--- config.mk ---
export PLATFORM = sky130hd
export DESIGN_NAME = ahb_req_master
export DESIGN_NICKNAME = d
export VERILOG_FILES = /design/src/rtl/ahb_req_master.sv
export SDC_FILE = /design/constraint.sdc
export NUM_CORES = 1
export LEC_CHECK = 0
export ABC_AREA = 0
export ABC_CLOCK_PERIOD_IN_PS = 1700
export BUFFER_PORTS_ARGS = -buffer_cell sky130_fd_sc_hd__buf_4
export CAP_MARGIN = 20
export CORE_MARGIN = 2
export CORE_UTILIZATION = 40
export CTS_CLUSTER_DIAMETER = 200
export CTS_CLUSTER_SIZE = 28
export DETAILED_ROUTE_END_ITERATION = 10
export PLACE_DENSITY = 0.81
export RECOVER_POWER = 50
export SYNTH_ARGS = -nofsm -noshare
export SYNTH_HDL_FRONTEND = slang
export SYNTH_SLANG_ARGS = --single-unit
--- constraint.sdc ---
create_clock -name clk -period 1.7 [get_ports clk]
set_input_delay 0.34 -clock clk [delete_from_list [all_inputs] [get_ports clk]]
set_output_delay 0.34 -clock clk [all_outputs]
set_load 0.02 [all_outputs]
--- src/rtl/ahb_req_master.sv ---
// ahb_req_master: single-outstanding AHB-lite master bridging a rd/wr/mask request port to NONSEQ/SINGLE transfers
// Optional stall watchdog enabled by defining AHB_REQ_MASTER_TIMEOUT_EN.
module ahb_req_master #(
    parameter int W_ADDR         = 32,
    parameter int W_DATA         = 32,
    parameter int TIMEOUT_CYCLES = 1024
) (
    input  logic              clk,
    input  logic              rst_n,
    input  logic              i_rd_en,
    input  logic              i_wr_en,
    input  logic [W_ADDR-1:0] i_addr,
    input  logic [W_DATA-1:0] i_data,
    input  logic [3:0]        i_mask,
    output logic [W_DATA-1:0] o_data,
    output logic              o_valid,
    output logic              o_err,
    output logic              o_busy,
    output logic              o_timeout,
    output logic [W_ADDR-1:0] ahbm_haddr,
    output logic              ahbm_hwrite,
    output logic [1:0]        ahbm_htrans,
    output logic [2:0]        ahbm_hsize,
    output logic [2:0]        ahbm_hburst,
    output logic [3:0]        ahbm_hprot,
    output logic              ahbm_hmastlock,
    output logic [W_DATA-1:0] ahbm_hwdata,
    input  logic              ahbm_hready,
    input  logic              ahbm_hresp,
    input  logic [W_DATA-1:0] ahbm_hrdata
);
    typedef enum logic [1:0] {IDLE, APHASE, DPHASE, ERR2} state_t;
    state_t state_q, state_d;
    logic [W_ADDR-1:0] addr_q, addr_d;
    logic [W_DATA-1:0] wdata_q, wdata_d, rdata_q, rdata_d;
    logic [2:0] size_q, size_d, dec_size;
    logic [1:0] dec_lo;
    logic write_q, write_d, valid_q, valid_d, err_q, err_d, dec_ok;

    // mask decode, request acceptance and transfer sequencing
    always_comb begin
        state_d  = state_q;
        addr_d   = addr_q;
        size_d   = size_q;
        write_d  = write_q;
        wdata_d  = wdata_q;
        rdata_d  = rdata_q;
        valid_d  = 1'b0;
        err_d    = 1'b0;
        dec_ok   = 1'b1;
        dec_lo   = 2'b00;
        dec_size = 3'd0;
        case (i_mask)
            4'b0001: dec_lo = 2'b00;
            4'b0010: dec_lo = 2'b01;
            4'b0100: dec_lo = 2'b10;
            4'b1000: dec_lo = 2'b11;
            4'b0011: dec_size = 3'd1;
            4'b1100: begin dec_size = 3'd1; dec_lo = 2'b10; end
            4'b1111: dec_size = 3'd2;
            default: dec_ok = 1'b0;
        endcase
        case (state_q)
            IDLE: if (i_rd_en || i_wr_en) begin
                if (dec_ok && !(i_rd_en && i_wr_en)) begin
                    state_d     = APHASE;
                    addr_d      = i_addr;
                    addr_d[1:0] = dec_lo;
                    size_d      = dec_size;
                    write_d     = i_wr_en;
                    wdata_d     = i_data;
                end else begin
                    err_d = 1'b1;
                end
            end
            APHASE: state_d = ahbm_hready ? DPHASE : APHASE;
            DPHASE: if (ahbm_hresp) begin
                state_d = ahbm_hready ? IDLE : ERR2;
                err_d   = ahbm_hready;
            end else if (ahbm_hready) begin
                state_d = IDLE;
                valid_d = 1'b1;
                rdata_d = write_q ? rdata_q : ahbm_hrdata;
            end
            ERR2: if (ahbm_hready) begin
                state_d = IDLE;
                err_d   = 1'b1;
            end
            default: state_d = IDLE;
        endcase
    end

    // state and latched transfer registers
    always_ff @(posedge clk or negedge rst_n) begin
        if (!rst_n) begin
            state_q <= IDLE;
            addr_q  <= '0;
            size_q  <= '0;
            write_q <= 1'b0;
            wdata_q <= '0;
            rdata_q <= '0;
            valid_q <= 1'b0;
            err_q   <= 1'b0;
        end else begin
            state_q <= state_d;
            addr_q  <= addr_d;
            size_q  <= size_d;
            write_q <= write_d;
            wdata_q <= wdata_d;
            rdata_q <= rdata_d;
            valid_q <= valid_d;
            err_q   <= err_d;
        end
    end

`ifdef AHB_REQ_MASTER_TIMEOUT_EN
    logic [15:0] cnt_q;
    logic        timeout_q;
    logic        stall;
    assign stall = (state_q == APHASE || state_q == DPHASE) && !ahbm_hready;
    // saturating count of consecutive stalled cycles; sticky flag once threshold is reached
    always_ff @(posedge clk or negedge rst_n) begin
        if (!rst_n) begin
            cnt_q     <= '0;
            timeout_q <= 1'b0;
        end else begin
            cnt_q <= stall ? ((cnt_q == 16'hFFFF) ? cnt_q : cnt_q + 16'd1) : 16'd0;
            if (stall && (32'(cnt_q) + 32'd1 >= 32'(TIMEOUT_CYCLES)))
                timeout_q <= 1'b1;
        end
    end
    assign o_timeout = timeout_q;
`else
    // watchdog absent: constant 0 (threshold is never negative)
    assign o_timeout = (TIMEOUT_CYCLES < 0);
`endif

    assign o_data         = rdata_q;
    assign o_valid        = valid_q;
    assign o_err          = err_q;
    assign o_busy         = (state_q != IDLE);
    assign ahbm_haddr     = addr_q;
    assign ahbm_hwrite    = write_q;
    assign ahbm_htrans    = (state_q == APHASE) ? 2'b10 : 2'b00;
    assign ahbm_hsize     = size_q;
    assign ahbm_hburst    = 3'b000;
    assign ahbm_hprot     = 4'b0011;
    assign ahbm_hmastlock = 1'b0;
    assign ahbm_hwdata    = wdata_q;
endmodule

==> flow_summary.ini <==
[critical_path]
path_max_fanout = 6
crit_family = buffers and inverters
reg2reg_from = state_q[0]$_DFFE_PN0P_
cp-start-kind = register
crit_type = reg2out
path_buf_inv = 3
path_cells = nor2_2 -> buf_6 -> clkinvlp_4 -> buf_6
cp_common_cell = buf_6
ff2ff_setup_slack_ns = 0.05
cpPeakStageDelay_ns = 0.40
cp_data_arrival_time_ns = 1.32
cp-end-kind = output port
reg2reg_depth = 6
cp_data_required_time_ns = 1.36
cp_slowest_cell = dfrtp_1
r2r-end = ahbm_haddr[0]$_DFFE_PN0P_

[synthesis]
async_flop_share = 1.00
synth_mux_area_frac = 0.266
synth_seq_area_share = 0.610
yosysMostFrequentCell = dfrtp_1
synth_compound_area_frac = 0.0403
synth_top_cell_area_share = 0.610
ys_warn_count = 0
synth_ff_type = dfrtp_1
avgSynthCellArea_um2 = 15.0
synth_xor_area_frac = 0.00622
synth_top_family_by_area = multiplexers
synthTopCellsByArea = dfrtp_1 (61%), mux2_2 (23%), mux2_4 (3.2%)
yosys.area.top_type = dfrtp_1
ys_ff_latch = 103
synth_common_cells = dfrtp_1 (103), mux2_2 (87), buf_4 (12)
synth_edf_count = 0
synthCells = 281
synthAdderAreaFrac = 0
synth_cell_types = 36
yosys.area_share.simple = 0.0293
syn_area_um2 = 4230

[global_route]
grt_start_max_net_pins = 52
first_global_vias = 3187
grt_first_pass_wirelength_mm = 15.5
grt-ovfl-total = 0
grtUsageTotal = 0.174
antenna_found_initial = 0

[min_path]
hp-start = ahbm_hresp
min_to = o_valid$_DFF_PN0_
min_path_type = in2reg
whs_path_depth = 2

[cts]
htree_levels = 3
numClockSinks = 103
cts_tree = done
cts-buffers-inserted = 9
ctsLongestPathBuffers = 2
clk_pin_slew_ns = 0.10
insertion_delay_ns = 0.36
clock-root-buffer = clkbuf_8

[timing]
finalHoldViolCount = 0
fin_crit_sh = 0.978
fmax_mhz = 602
worst_pin_slew_ns = 0.759
setup-violations-final = 0
rsz0062_at_grt = true
relSlewSlack = 0.494
drv_slew = 0
fin_crit_ns = 1.66
skew_ns = 0.0139

[floorplanning]
boundaryPins = 220
num_rows = 37
fp.dieW_um = 107
die_area_um2 = 11400
die_h_um = 107
core_area_um2 = 10300
initial_core_util = 0.411

[pwr]
p_total_mw = 11.2
power.leakage_nw = 2.89
power_frac_seq = 0.384
pwr-share-comb = 0.490
power.density_nw_per_um2 = 1830
ir_drop_v = 0.00102
power.internal_mw = 6.83
power.switching_mw = 4.41
swShare = 0.392
clockPowerShare = 0.126

[final_layout]
n_antenna_cell = 0
nets = 617
fillers = 837
area_delta_synth_final_pct = 45.3
postLayoutCellArea_um2 = 6140
drive_above_1_share = 0.593

[placed_design]
globalplace.congestion = 0.810
port_buffers = 206
place_hpwl_mm = 7.57
place_area_um2 = 6030

[run_status]
outcome = completed

[detailed_routing]
drcViolationCount = 0
wl_per_cell_um = 15.8
routed_wl_mm = 10.3
dr.pass1.iters = 5
postRouteAntennaNets = 0
drtIter0Drc = 128
vias = 3129
vias_per_cell = 4.80

[flow_run]
drv_cap = 0
worst register-to-register path: stages (launching register included):
cell        delay [ns]
dfrtp_1           0.40
nor2_2            0.15
buf_6             0.12
clkinvlp_4        0.14
or3_1             0.42
a21oi_1           0.21
a2111oi_0         0.10
worst max-delay path by stage:
stage,slack [ns],startpoint,cells past startpoint,to
2_1_floorplan,0.02,i_mask[2],6,ahbm_haddr[10]$_DFFE_PN0P_
3_3_place_gp,-0.04,i_wr_en,6,ahbm_haddr[18]$_DFFE_PN0P_
3_5_place_dp,-0.09,i_mask[1],6,ahbm_hwdata[30]$_DFFE_PN0P_
4_1_cts,0.01,state_q[1]$_DFFE_PN0P_,4,o_busy
5_1_grt,-0.06,state_q[0]$_DFFE_PN0P_,4,o_busy
6_report,0.04,state_q[0]$_DFFE_PN0P_,4,o_busy
placed cells by master, fill, tap and decap left out, types with 2 or more instances in the layout:
cell,n
clkinvlp_4,2
inv_1,3
clkinv_4,3
dfrtp_1,103
buf_12,4
mux2_4,9
clkbuf_1,47
xnor2_1,2
a21oi_1,3
conb_1,11
clkbuf_8,10
buf_4,175
nor2_1,9
mux2_2,87
a22oi_1,2
nand2_1,8
or3_1,2
nor3_1,3
buf_6,4
final cells by class:
class	instances	area [um^2]	area share
clock buffers	11	141	0.0230
clock inverters	5	42.5	0.00693
inverters	4	18.8	0.00306
multi-input cells	160	1530	0.249
flip-flops and latches	103	2580	0.420
well taps	136	170	0.0277
repair buffers	233	1660	0.270
state kept, by name (all words and copies together) (netlist names):
| name | count |
|---|---|
| ahbm_haddr | 32 |
| ahbm_hwdata | 32 |
| o_data | 32 |
| ahbm_hsize | 2 |
| state_q | 2 |
| ahbm_hwrite | 1 |
| o_err | 1 |
| o_valid | 1 |
layer usage:
layer	track usage	vias up	share of wire
met5	0	-	0
met4	0.0640	0	0.017
met3	0.0559	19	0.093
met2	0.308	173	0.51
met1	0.195	1509	0.38
li1	-	1428	-
metrics by stage:
stage          hold slack [ns]  worst slack, ns   util  setup TNS (ns)  instances
5_1_grt                  0.144          -0.0601  0.598          -0.318        652
4_1_cts                  0.146           0.0128  0.605               0        644
2_1_floorplan           0.0444           0.0232      -               0        290
6_report                 0.164           0.0379  0.598               0        652
3_3_place_gp             0.294          -0.0402  0.586           -1.50        627
3_5_place_dp             0.297          -0.0862  0.586           -2.80        627
logic make-up (layout without fill, tap and decap cells):
group | Yosys count | after routing
other | 2 | 11
buffers and inverters | 27 | 253
DFF | 103 | 103
and+or+nand+nor | 28 | 28
muxes | 97 | 97
AOI/OAI and AO/OA | 21 | 21
xor gates and xnor gates | 3 | 3
power groups by stage:
| stage | Combinational (mW) | Sequential [mW] | Clock (mW) |
|---|---|---|---|
| finish | 5.51 | 4.32 | 1.42 |
| global route | 5.85 | 4.49 | 1.59 |
| CTS | 5.81 | 4.34 | 1.47 |
| detailed placement | 5.80 | 4.38 | 0 |
| global placement | 5.70 | 4.31 | 0 |
| floorplan | 1.71 | 5.78 | 0 |
repair_timing:
item | CTS | global route
resized for setup | 0 | 3
hold endpoints to repair | 30 | 0
buffers inserted | 0 | 6
endpoints found under the setup margin | 0 | 44
hold buffers | 1 | 0
Power figures use the tool's default switching activity.
